===== config.mk =====
export PLATFORM = sky130hd
export DESIGN_NAME = alu_ab_datapath_flat
export DESIGN_NICKNAME = d
export VERILOG_FILES = /design/src/rtl/alu_ab_datapath_if.sv /design/src/rtl/alu_ab_datapath.sv /design/src/flat_wrapper.sv
export SDC_FILE = /design/constraint.sdc
export NUM_CORES = 1
export LEC_CHECK = 0
export CAP_MARGIN = 20
export CORE_MARGIN = 2
export CORE_UTILIZATION = 51
export DETAILED_ROUTE_END_ITERATION = 7
export PLACE_DENSITY = 0.87
export SYNTH_ARGS = -nofsm -noshare
export SYNTH_HDL_FRONTEND = slang
export SYNTH_SLANG_ARGS = --single-unit

===== constraint.sdc =====
create_clock -name clk -period 4 [get_ports clk]
set_clock_uncertainty 0.1 [all_clocks]
set_input_delay 0.6 -clock clk [delete_from_list [all_inputs] [get_ports clk]]
set_output_delay 0.6 -clock clk [all_outputs]
set_load 0.01 [all_outputs]

===== src/rtl/alu_ab_datapath_if.sv =====
// Bus between the control sequencer / neighbouring CPU blocks and the A/B/ALU datapath.
interface alu_ab_datapath_if #(parameter int W = 4);
   logic [3:0]   opcode;
   logic [W-1:0] ram_in;
   logic [W-1:0] tmp_in;
   logic         carry_in;
   logic         la_ram, la_b, la_alu;
   logic         lb_tmp, lb_alu, lpop, lcarry, ercl;
   logic         eu;
   logic         ea_tmp, ea_ram, ea_out, ea_carry, eb_push;
   logic [W-1:0] a_to_tmp, a_to_ram, a_to_out, b_to_ram;
   logic         carry_from_a, carry_from_b;
   logic         zero, carry;
   logic [W-1:0] alu_result;

   modport master (
      output opcode, ram_in, tmp_in, carry_in,
      output la_ram, la_b, la_alu, lb_tmp, lb_alu, lpop, lcarry, ercl, eu,
      output ea_tmp, ea_ram, ea_out, ea_carry, eb_push,
      input  a_to_tmp, a_to_ram, a_to_out, b_to_ram,
      input  carry_from_a, carry_from_b, zero, carry, alu_result
   );

   modport slave (
      input  opcode, ram_in, tmp_in, carry_in,
      input  la_ram, la_b, la_alu, lb_tmp, lb_alu, lpop, lcarry, ercl, eu,
      input  ea_tmp, ea_ram, ea_out, ea_carry, eb_push,
      output a_to_tmp, a_to_ram, a_to_out, b_to_ram,
      output carry_from_a, carry_from_b, zero, carry, alu_result
   );
endinterface


===== src/rtl/alu_ab_datapath.sv =====
// 4-bit CPU accumulator datapath: A and B registers plus a registered ALU with zero/carry flags.
// Optional macro ALU_CMP_EN enables opcode 0110 (CMP: flags as SUB, result held).
module alu_ab_datapath #(
   parameter int W = 4
) (
   input  logic              clk,
   input  logic              reset,
   alu_ab_datapath_if.slave  bus
);

   logic [W-1:0] a_reg, b_reg;
   logic [W-1:0] res_p1;
   logic         zero_p1, carry_p1, cfb_reg;
   logic [W+2:0] alu_w;

   // Packs {update_flags, update_result, carry, result}; operands are pre-edge register values.
   function automatic logic [W+2:0] alu_eval(input logic [3:0] op, input logic [W-1:0] a,
                                             input logic [W-1:0] b, input logic [W-1:0] t);
      logic [W:0] r;
      logic       upd_res, upd_flg;
      r       = '0;
      upd_res = 1'b1;
      upd_flg = 1'b1;
      case (op)
         4'b0001: r = {1'b0, a} + {1'b0, b};
         4'b0010: r = {1'b0, a} - {1'b0, b};
         4'b0100: r = {1'b0, a} + {1'b0, t};
         4'b0101: r = {1'b0, a} - {1'b0, t};
         4'b1000: r = {1'b0, a & b};
         4'b1001: r = {1'b0, a | b};
         4'b1010: r = {1'b0, a ^ b};
         4'b1011: r = {1'b0, ~a};
         4'b1100: r = {1'b0, a} + (W+1)'(1);
         4'b1101: r = {1'b0, a} - (W+1)'(1);
`ifdef ALU_CMP_EN
         4'b0110: begin
            r       = {1'b0, a} - {1'b0, b};
            upd_res = 1'b0;
         end
`else
`endif
         default: begin
            upd_res = 1'b0;
            upd_flg = 1'b0;
         end
      endcase
      // Bit W of a zero-extended add/subtract is carry-out or borrow; logic ops leave it 0.
      return {upd_flg, upd_res, r[W], r[W-1:0]};
   endfunction

   assign alu_w = alu_eval(bus.opcode, a_reg, b_reg, bus.tmp_in);

   // Register stage: A/B loads and ALU result/flags all commit on the same edge.
   always_ff @(posedge clk) begin
      if (!reset) begin
         a_reg    <= '0;
         b_reg    <= '0;
         res_p1   <= '0;
         zero_p1  <= 1'b0;
         carry_p1 <= 1'b0;
         cfb_reg  <= 1'b0;
      end else begin
         if (bus.la_alu)      a_reg <= res_p1;
         else if (bus.la_ram) a_reg <= bus.ram_in;
         else if (bus.la_b)   a_reg <= b_reg;

         if (bus.lb_alu)      b_reg <= res_p1;
         else if (bus.lpop)   b_reg <= bus.ram_in;
         else if (bus.lb_tmp) b_reg <= bus.tmp_in;
         else if (bus.lcarry) b_reg <= {{(W-1){1'b0}}, bus.carry_in};
         else if (bus.ercl) begin
            b_reg   <= {b_reg[W-2:0], bus.carry_in};
            cfb_reg <= b_reg[W-1];
         end

         if (bus.eu) begin
            if (alu_w[W+1]) res_p1 <= alu_w[W-1:0];
            if (alu_w[W+2]) begin
               carry_p1 <= alu_w[W];
               zero_p1  <= (alu_w[W-1:0] == '0);
            end
         end
      end
   end

   assign bus.a_to_tmp     = bus.ea_tmp  ? a_reg : '0;
   assign bus.a_to_ram     = bus.ea_ram  ? a_reg : '0;
   assign bus.a_to_out     = bus.ea_out  ? a_reg : '0;
   assign bus.b_to_ram     = bus.eb_push ? b_reg : '0;
   assign bus.carry_from_a = bus.ea_carry & a_reg[W-1];
   assign bus.carry_from_b = cfb_reg;
   assign bus.zero         = zero_p1;
   assign bus.carry        = carry_p1;
   assign bus.alu_result   = res_p1;

endmodule


===== src/flat_wrapper.sv =====
// flat-port wrapper written by rule: the top's interface ports become plain ports
module alu_ab_datapath_flat 
#(
   parameter int W = 4
)
  (clk, reset, bus_opcode, bus_ram_in, bus_tmp_in, bus_carry_in, bus_la_ram, bus_la_b, bus_la_alu, bus_lb_tmp, bus_lb_alu, bus_lpop, bus_lcarry, bus_ercl, bus_eu, bus_ea_tmp, bus_ea_ram, bus_ea_out, bus_ea_carry, bus_eb_push, bus_a_to_tmp, bus_a_to_ram, bus_a_to_out, bus_b_to_ram, bus_carry_from_a, bus_carry_from_b, bus_zero, bus_carry, bus_alu_result);
  alu_ab_datapath_if #(.W(W)) bus_i ();
  input  logic clk;
  input  logic reset;
  input wire logic [$bits(bus_i.opcode)-1:0] bus_opcode;
  input wire logic [$bits(bus_i.ram_in)-1:0] bus_ram_in;
  input wire logic [$bits(bus_i.tmp_in)-1:0] bus_tmp_in;
  input wire logic [$bits(bus_i.carry_in)-1:0] bus_carry_in;
  input wire logic [$bits(bus_i.la_ram)-1:0] bus_la_ram;
  input wire logic [$bits(bus_i.la_b)-1:0] bus_la_b;
  input wire logic [$bits(bus_i.la_alu)-1:0] bus_la_alu;
  input wire logic [$bits(bus_i.lb_tmp)-1:0] bus_lb_tmp;
  input wire logic [$bits(bus_i.lb_alu)-1:0] bus_lb_alu;
  input wire logic [$bits(bus_i.lpop)-1:0] bus_lpop;
  input wire logic [$bits(bus_i.lcarry)-1:0] bus_lcarry;
  input wire logic [$bits(bus_i.ercl)-1:0] bus_ercl;
  input wire logic [$bits(bus_i.eu)-1:0] bus_eu;
  input wire logic [$bits(bus_i.ea_tmp)-1:0] bus_ea_tmp;
  input wire logic [$bits(bus_i.ea_ram)-1:0] bus_ea_ram;
  input wire logic [$bits(bus_i.ea_out)-1:0] bus_ea_out;
  input wire logic [$bits(bus_i.ea_carry)-1:0] bus_ea_carry;
  input wire logic [$bits(bus_i.eb_push)-1:0] bus_eb_push;
  output wire logic [$bits(bus_i.a_to_tmp)-1:0] bus_a_to_tmp;
  output wire logic [$bits(bus_i.a_to_ram)-1:0] bus_a_to_ram;
  output wire logic [$bits(bus_i.a_to_out)-1:0] bus_a_to_out;
  output wire logic [$bits(bus_i.b_to_ram)-1:0] bus_b_to_ram;
  output wire logic [$bits(bus_i.carry_from_a)-1:0] bus_carry_from_a;
  output wire logic [$bits(bus_i.carry_from_b)-1:0] bus_carry_from_b;
  output wire logic [$bits(bus_i.zero)-1:0] bus_zero;
  output wire logic [$bits(bus_i.carry)-1:0] bus_carry;
  output wire logic [$bits(bus_i.alu_result)-1:0] bus_alu_result;
  assign bus_i.opcode = bus_opcode;
  assign bus_i.ram_in = bus_ram_in;
  assign bus_i.tmp_in = bus_tmp_in;
  assign bus_i.carry_in = bus_carry_in;
  assign bus_i.la_ram = bus_la_ram;
  assign bus_i.la_b = bus_la_b;
  assign bus_i.la_alu = bus_la_alu;
  assign bus_i.lb_tmp = bus_lb_tmp;
  assign bus_i.lb_alu = bus_lb_alu;
  assign bus_i.lpop = bus_lpop;
  assign bus_i.lcarry = bus_lcarry;
  assign bus_i.ercl = bus_ercl;
  assign bus_i.eu = bus_eu;
  assign bus_i.ea_tmp = bus_ea_tmp;
  assign bus_i.ea_ram = bus_ea_ram;
  assign bus_i.ea_out = bus_ea_out;
  assign bus_i.ea_carry = bus_ea_carry;
  assign bus_i.eb_push = bus_eb_push;
  assign bus_a_to_tmp = bus_i.a_to_tmp;
  assign bus_a_to_ram = bus_i.a_to_ram;
  assign bus_a_to_out = bus_i.a_to_out;
  assign bus_b_to_ram = bus_i.b_to_ram;
  assign bus_carry_from_a = bus_i.carry_from_a;
  assign bus_carry_from_b = bus_i.carry_from_b;
  assign bus_zero = bus_i.zero;
  assign bus_carry = bus_i.carry;
  assign bus_alu_result = bus_i.alu_result;
  alu_ab_datapath #(.W(W)) u_core (.clk(clk), .reset(reset), .bus(bus_i));
endmodule

==> results of run 1 <==
## metal layers
layer / vias up / wire length [µm] / track usage
li1: 856 / - / -
met1: 804 / 1830 / 0.325
met2: 77 / 2090 / 0.410
met3: 2 / 331 / 0.0630
met4: 0 / 9 / 0.0621
met5: - / 0 / 0
## how the worst min path moves through the flow
| stage | start | to | slack (ns) | cells past startpoint |
|---|---|---|---|---|
| final | u_core.bus.carry_from_b | u_core.bus.carry_from_b | 0.39 | 2 |
| after global routing | u_core.bus.carry | u_core.bus.carry | 0.43 | 2 |
| after CTS | u_core.bus.carry_from_b | u_core.bus.carry_from_b | 0.39 | 2 |
| after detailed placement | u_core.bus.carry_from_b | u_core.bus.carry_from_b | 0.37 | 2 |
| after global placement | u_core.bus.carry_from_b | u_core.bus.carry_from_b | 0.36 | 2 |
| after floorplan | u_core.bus.carry_from_b | u_core.bus.carry_from_b | 0.39 | 2 |
## final cells by class
class	instances	area, µm²
clock buffers	3	22.5
clock inverters	1	5.00
fillers	241	857
inverters	17	63.8
multi-input cells	169	1220
flip-flops and latches	15	300
well taps	44	55.1
repair buffers	56	551
## power breakdown
group          switching, mW  internal, mW
logic                  0.108         0.123
clock network         0.0541        0.0373
registers             0.0202         0.161
total                  0.182         0.321
## cells by family (layout without fill, tap and decap cells)
kind of cell	count (synthesis)	in the layout	synth area share
and+or+nand+nor	74	74	0.249
AOI/OAI and AO/OA	62	62	0.250
buffers and inverters	33	77	0.0863
adders and majority gates	15	15	0.117
DFF	15	15	0.180
muxes	11	11	0.0810
xor gates and xnor gates	7	7	0.0368
## tightest hold or removal path: stages (launching register included)
cell      delay, ns
dfxtp_1        0.32
nand2_1        0.05
a21boi_0       0.07
## per-stage QoR
step                      utilization  hold slack (ns)  instance area (µm²)
after floorplan                     -            0.388                 1670
after global placement          0.713            0.360                 2190
after detailed placement        0.713            0.374                 2190
after CTS                       0.722            0.389                 2220
after global routing            0.722            0.429                 2220
final                           0.722            0.386                 2220
## Yosys cell counts (2+ instances only)
master	count	area (µm²)
nor3_1	4	20.0
buf_1	2	7.51
nor2b_1	5	31.3
nand2_1	16	60.1
xor2_1	2	17.5
o21ai_0	7	35.0
nand3_1	3	15.0
o211a_1	3	30.0
ha_1	14	175
nand3b_1	5	37.5
inv_1	16	60.1
dfxtp_1	15	300
nand2b_1	5	31.3
o31ai_1	3	22.5
o21a_1	2	15.0
and2_1	18	113
a31oi_1	2	12.5
o221ai_1	2	17.5
mux2i_1	9	90.1
o22ai_1	2	12.5
a221oi_1	3	26.3
a21o_1	3	22.5
o21ai_1	10	50.1
buf_6	2	22.5
nor2_1	9	33.8
nor3b_1	4	30.0
xnor2_1	5	43.8
clkbuf_1	10	37.5
mux4_2	2	45.0
a21oi_1	15	75.1
==> reports/results.tsv, run 1 <==
metric	value	unit
status	completed	
crit_type	in2reg	
final_cell_count_no_fill	305	
dp_hpwl	3410	µm
chipWidth	61.2	µm
numCtsBuffers	3	
drv_cap	0	
hold_class	reg2reg	
post_cts_buffers	0	
hold_viol	0	
num_vias	1739	
fp.coreArea	0.00308	mm²
insertion_delay	0.30	ns
dr.first_iter.drc_count	106	
crit_slowest_cell	or4b_4	
tns	0	ns
cts.sinks	15	
port_buffers	52	
synthFlopType	dfxtp_1	
routed_wl	4260	µm
postSynthAreaPerCell	7.69	µm²
arrival	3.38	ns
path_common_cell	o221ai_1	
async_flop_share	0	
rr_worst_depth	9	
gp_congestion	0.921	
critical_path_peak_fanout	10	
max-vdd-ir-drop	0.181	mV
r2r_start	u_core.b_reg[0]	
crit_chain	clkdlybuf4s50_1 -> or4b_4 -> nand2_1 -> o221ai_1 -> fa_1 -> xor2_1 -> o311ai_1 -> o21a_1 -> o221ai_1 -> o31ai_1	
slew-limit-headroom	0.617	
crit_family	simple AND/OR/NAND/NOR gates	
crit_end	u_core.bus.zero	
layout-drive-gt1-share	0.0575	
vias_per_cell	5.70	
powerDensity	227	mW/mm²
path_buf_inv	1	
rsz0062_at_grt	false	
cts_root_buf	clkbuf_4	
mostFrequentLayoutCell	clkdlybuf4s50_1	
nets	306	
worstMarginPinSlew	0.570	ns
ys_warn_count	0	
dpl.cell_count	301	
grt_pass1_wl	7060	µm
fp-row-count	20	
ios	53	
netlist_area	0.00167	mm²
setup_viol	0	
worst_setup_path_start_kind	primary input	
required	4.11	ns
r2r_end	u_core.bus.zero	
ys_types	49	
timing_max_transition_violations_final	0	
finalCritPeriodShare	0.817	
first_pass_iters	4	
n_antenna_cell	0	
grt_pass1_vias	1598	
cts.path.max_buffers	2	
cts_max_level	1	
place_ws	0.431	ns
syn_inst	217	
min_period	3.27	ns
cts_tree	done	
critical-path-max-stage-delay	0.67	ns
ctsResizeCount	0	
cp_num_cells	10	
overflow	0	
synth_edf_count	0	
p_leak	0.904	nW
start_util	0.542	
chipHeight	61.2	µm
grt_max_degree	18	
fmax	306	MHz
drc_errors	0	
fin_ws	0.730	ns
final_cell_mix	clkdlybuf4s50_1, and2_1, inv_1, nand2_1	
wire_per_inst	14.0	µm
worstSetupEndpointType	flip-flop	
finalPower	0.503	mW
syn_nets	261	
reg2reg_slack	1.45	ns
die_area	0.00374	mm²
antenna_found_initial	0	
clk_pin_slew	0.10	ns
hold_buffers	0	
track_usage	0.249	
drtAntennaViolNets	0	
synth_seq_cells	15	
seq_area_frac_synth	0.180	
startpoint	bus_opcode[0]	
syn2layout_area_growth	33.2	%
No activity file was read; power rests on OpenSTA's default activity.
==> run 2, diff against run 1 <==
--- a/config.mk
+++ b/config.mk
@@ -7,9 +7,9 @@
 export LEC_CHECK = 0
 export CAP_MARGIN = 20
 export CORE_MARGIN = 2
-export CORE_UTILIZATION = 51
+export CORE_UTILIZATION = 42
 export DETAILED_ROUTE_END_ITERATION = 7
-export PLACE_DENSITY = 0.87
+export PLACE_DENSITY = 0.76
 export SYNTH_ARGS = -nofsm -noshare
 export SYNTH_HDL_FRONTEND = slang
 export SYNTH_SLANG_ARGS = --single-unit
==> constraint.sdc (replaced) <==
create_clock -name clk -period 2.9 [get_ports clk]
set_clock_uncertainty 0.1 [all_clocks]
set_input_delay 0.435 -clock clk [delete_from_list [all_inputs] [get_ports clk]]
set_output_delay 0.435 -clock clk [all_outputs]
set_load 0.01 [all_outputs]
==> reports/results.tsv, run 2 (synthesis results as in run 1) <==
metric	value	unit
required	2.97	ns
chipWidth	67.0	µm
path_buf_inv	1	
whs	0.366	ns
worstSetupEndpointType	flip-flop	
gp_congestion	0.949	
dr.first_iter.drc_count	106	
critical_path_peak_fanout	5	
start_util	0.446	
worst_setup_path_start_kind	primary input	
place_ws	-0.287	ns
final_cell_count_no_fill	321	
overflow	0	
final_cell_mix	clkdlybuf4s50_1, and2_1, inv_1	
cts_root_buf	clkbuf_8	
wire_per_inst	15.2	µm
min_period	2.87	ns
chipHeight	67.0	µm
status	completed	
grt_max_degree	18	
cts_max_level	1	
timing_max_transition_violations_final	0	
crit_family	compound AO/OA/AOI/OAI gates	
die_area	0.00449	mm²
track_usage	0.221	
setup_viol	0	
fp-row-count	22	
power.internal	0.521	mW
finalPower	0.793	mW
syn2layout_area_growth	44.8	%
layout-drive-gt1-share	0.136	
grt_pass1_vias	1539	
port_buffers	52	
cts.path.max_buffers	2	
hold_viol	0	
grt_pass1_wl	7510	µm
fill_cells	342	
crit_type	in2reg	
clk_pin_slew	0.06	ns
cts.sinks	15	
first_pass_iters	4	
dpl.cell_count	316	
max-vdd-ir-drop	0.163	mV
slew-limit-headroom	0.598	
fp.coreArea	0.00374	mm²
cts_tree	done	
nets	318	
p_comb_frac	0.475	
path_common_cell	a21o_1	
crit_slowest_cell	or4b_4	
drc_errors	0	
finalCritPeriodShare	0.991	
numCtsBuffers	3	
ios	53	
fin_ws	0.0266	ns
insertion_delay	0.25	ns
hold_buffers	0	
vias_per_cell	5.44	
sw_frac_of_total	0.344	
antenna_found_initial	0	
drv_cap	0	
multi_input_area	0.00128	mm²
fin_util	0.645	
worstMarginPinSlew	0.601	ns
routed_wl	4890	µm
crit_chain	clkdlybuf4s50_1 -> or4b_4 -> o21a_1 -> o22ai_2 -> ha_1 -> a21o_1 -> a31oi_4 -> xnor2_2 -> a21o_1 -> o31ai_2	
num_vias	1745	
powerDensity	328	mW/mm²
p_sw	0.273	mW
n_antenna_cell	0	
p_leak	1.03	nW
seqPwrFrac	0.309	
arrival	2.94	ns
mostFrequentLayoutCell	clkdlybuf4s50_1	
register_area	300	µm²
p_clk_frac	0.216	
dp_hpwl	3720	µm
critical-path-max-stage-delay	0.55	ns
hold_class	reg2reg	
fmax	348	MHz
drtAntennaViolNets	0	
-- run 2: cell types whose count changed in the layout (fill, tap and decap cells not counted), moves of 3 or more --
cell / before / now
buf_4: 4 / 14
clkbuf_4: 3 / 0
clkbuf_8: 0 / 3
clkdlybuf4s50_1: 52 / 47
dlymetal6s2s_1: 0 / 5
-- run 2: final cells by class --
cell class	count	area share
multi-input cells	169	0.532
repair buffers	68	0.274
clock buffers	4	0.0187
flip-flops and latches	15	0.124
inverters	17	0.0264
well taps	48	0.0249
-- run 2: what timing repair did --
item | in CTS | in global routing
setup endpoints to repair | 1 | 2
hold endpoints to repair | 0 | 0
pin swaps | 0 | 9
buffers inserted | 0 | 1
resized for setup | 2 | 17
-- run 2: routing by layer --
| layer | vias to the layer above | global-route usage | share of wire |
|---|---|---|---|
| li1 | 888 | - | - |
| met5 | - | 0 | 0 |
| met4 | 0 | 0.0510 | 0.012 |
| met2 | 60 | 0.359 | 0.48 |
| met1 | 789 | 0.298 | 0.46 |
| met3 | 8 | 0.0422 | 0.050 |
-- run 2: final timing paths --
| check | start | endpoint | slack, ns | cells past startpoint |
|---|---|---|---|---|
| max reg2reg | u_core.b_reg[1] | u_core.bus.zero | 0.59 | 10 |
| min reg2reg | u_core.bus.carry_from_b | u_core.bus.carry_from_b | 0.37 | 2 |
| min | u_core.bus.carry_from_b | u_core.bus.carry_from_b | 0.37 | 2 |
| max | bus_opcode[0] | u_core.bus.zero | 0.03 | 10 |
-- run 2: stage by stage --
| step | TNS [ns] | instance area (µm²) |
|---|---|---|
| floorplan | 0 | 1670 |
| global placement | -0.483 | 2280 |
| detailed placement | -0.722 | 2280 |
| CTS | 0 | 2330 |
| global route | -0.0350 | 2410 |
| finish | 0 | 2410 |
-- run 2: worst min-delay path: cells and delay by family (launching register included) --
kind            cells  cell delay, ns
flops               1            0.31
simple gates        1            0.05
compound gates      1            0.06
-- run 2: power groups by stage --
| stage | clock (mW) | sequential, mW | combinational (mW) |
|---|---|---|---|
| CTS | 0.174 | 0.245 | 0.343 |
| floorplan | 0 | 0.245 | 0.201 |
| global route | 0.187 | 0.247 | 0.408 |
| global placement | 0 | 0.248 | 0.332 |
| detailed placement | 0 | 0.249 | 0.339 |
| finish | 0.171 | 0.245 | 0.377 |
==> run 3, diff against run 2 <==
--- a/config.mk
+++ b/config.mk
@@ -5,11 +5,14 @@
 export SDC_FILE = /design/constraint.sdc
 export NUM_CORES = 1
 export LEC_CHECK = 0
+export ABC_AREA = 1
 export CAP_MARGIN = 20
 export CORE_MARGIN = 2
 export CORE_UTILIZATION = 42
+export CTS_CLUSTER_DIAMETER = 60
 export DETAILED_ROUTE_END_ITERATION = 7
-export PLACE_DENSITY = 0.76
+export HOLD_SLACK_MARGIN = 0.15
+export PLACE_DENSITY = 0.77
 export SYNTH_ARGS = -nofsm -noshare
 export SYNTH_HDL_FRONTEND = slang
 export SYNTH_SLANG_ARGS = --single-unit
==> reports/results.tsv, run 3 <==
metric	value	unit
finalCritPeriodShare	0.930	
critical-path-max-stage-delay	0.44	ns
rsz0062_at_grt	false	
fp.coreArea	0.00372	mm²
path_common_cell	nand2_2	
worstMarginPinSlew	0.471	ns
fin_ws	0.203	ns
fp-row-count	22	
arrival	2.80	ns
n_antenna_cell	0	
cts_root_buf	clkbuf_8	
clk_pin_slew	0.06	ns
syn_inst	280	
status	completed	
die_area	0.00444	mm²
syn2layout_area_growth	43.4	%
routed_wl	4720	µm
power.internal	0.469	mW
finalPower	0.739	mW
chipHeight	66.6	µm
sw_frac_of_total	0.364	
antenna_found_initial	0	
netlist_area	0.00165	mm²
async_flop_share	0	
powerDensity	313	mW/mm²
ios	53	
seqPwrFrac	0.334	
required	3.00	ns
min_period	2.70	ns
synth.area.top_cells	dfxtp_1, nand2_1, inv_1	
wire_per_inst	12.0	µm
synth_edf_count	0	
max-vdd-ir-drop	0.368	mV
overflow	0	
grt_pass1_wl	8040	µm
netlist.area_leader.share	0.182	
ys_types	30	
critical_path_peak_fanout	4	
insertion_delay	0.26	ns
gp_congestion	0.907	
cts_max_level	1	
crit_chain	clkdlybuf4s50_1 -> buf_4 -> nor2_2 -> nand2_2 -> nand2_2 -> nand2_2 -> o32ai_1 -> buf_4 -> fa_1 -> nand2_1 -> nand3_2 -> nor2_1 -> nand2_1 -> a21oi_2	
vias_per_cell	5.03	
drtAntennaViolNets	0	
grt_max_degree	11	
synth_commonest_cells	nand2_1, inv_1, nand3_1	
path_buf_inv	3	
port_buffers	52	
worstSetupEndpointType	flip-flop	
seq_area_frac_synth	0.182	
setup_viol	0	
slew-limit-headroom	0.684	
fill_cells	367	
track_usage	0.233	
chipWidth	66.6	µm
cts.sinks	15	
tns	0	ns
synth_most_common_cell	nand2_1	
cts.path.max_buffers	2	
yosysTopAreaCell	dfxtp_1	
nets	392	
synth_seq_cells	15	
p_leak	1.26	nW
ys_warn_count	0	
p_sw	0.269	mW
numCtsBuffers	3	
crit_slowest_cell	clkdlybuf4s50_1	
final_cell_count_no_fill	395	
dp_hpwl	3890	µm
final_cell_mix	nand2_1, inv_1, clkdlybuf4s50_1	
p_comb_frac	0.426	
multi_input_area	0.00110	mm²
postSynthAreaPerCell	5.88	µm²
timing_max_transition_violations_final	0	
crit_family	simple AND/OR/NAND/NOR gates	
register_area	300	µm²
start_util	0.443	
grt_pass1_vias	1868	
place_ws	-0.107	ns
num_vias	1985	
hold_viol	0	
cts_tree	done	
crit_type	in2reg	
worst_setup_path_start_kind	primary input	
dr.first_iter.drc_count	98	
drv_cap	0	
reg2reg_slack	0.54	ns
first_pass_iters	4	
fin_area	0.00236	mm²
dpl.cell_count	391	
syn_nets	324	
mostFrequentLayoutCell	nand2_1	
placed_cell_area	0.00231	mm²
p_clk_frac	0.240	
post_cts_buffers	0	
synthFlopType	dfxtp_1	
fmax	371	MHz
drc_errors	0	
layout-drive-gt1-share	0.101	
hold_class	reg2reg	
## run 3: changes by cell type in the layout (fill, tap and decap cells not counted), moves of 6 or more
cell and change:
inv_1 +42, nor2_1 +13, nand3_1 +20, o21ai_0 +6, o21ai_1 -8, and2_1 -18
nand2_1 +63, mux2i_1 -9
## run 3: cell type report
type / count / share of cell area
Inverter: 63 / 0.100
Clock inverter: 1 / 0.00212
Timing Repair Buffer: 64 / 0.260
Sequential cell: 15 / 0.127
Clock buffer: 3 / 0.0175
Tap cell: 48 / 0.0254
Multi-Input combinational cell: 201 / 0.468
## run 3: tightest hold or removal path, cell delays in order (launching register included)
cell,delay (ns)
dfxtp_1,0.32
inv_1,0.05
a21oi_1,0.05
## run 3: power by group through the flow
stage | Combinational, mW | Sequential (mW) | Clock, mW
6_report | 0.315 | 0.247 | 0.177
2_1_floorplan | 0.174 | 0.245 | 0
3_3_place_gp | 0.305 | 0.251 | 0
3_5_place_dp | 0.311 | 0.250 | 0
4_1_cts | 0.313 | 0.246 | 0.175
5_1_grt | 0.357 | 0.249 | 0.187
## run 3: kinds of logic after synthesis
family	after synthesis	synth area share
buf+inv	64	0.147
compound gates	45	0.177
flops	15	0.182
xor+xnor	1	0.00532
fa+ha+maj	15	0.119
simple gates	140	0.370
## run 3: timing repair
item                                    4_1_cts  5_1_grt
hold buffers                                  0        0
gates resized for setup                       0        4
endpoints found under the setup margin        0        4
## run 3: path summary, 6_finish.rpt
check	start	endpoint	cells after the start
min	u_core.bus.carry_from_b	u_core.bus.carry_from_b	2
max	bus_opcode[3]	u_core.bus.zero	14
max reg2reg	u_core.b_reg[0]	u_core.bus.zero	13
min reg2reg	u_core.bus.carry_from_b	u_core.bus.carry_from_b	2
## run 3: routing by layer
layer	share of wire	vias up	global-route usage	wire [µm]
li1	-	1030	-	-
met1	0.46	879	0.311	2150
met2	0.47	65	0.393	2200
met3	0.059	11	0.0220	279
met4	0.019	0	0.0714	89
met5	0	-	0	0
## run 3: through the flow
stage / hold WS (ns) / utilization
5_1_grt: 0.381 / 0.635
4_1_cts: 0.364 / 0.635
6_report: 0.362 / 0.635
2_1_floorplan: 0.367 / -
3_5_place_dp: 0.348 / 0.622
3_3_place_gp: 0.344 / 0.622
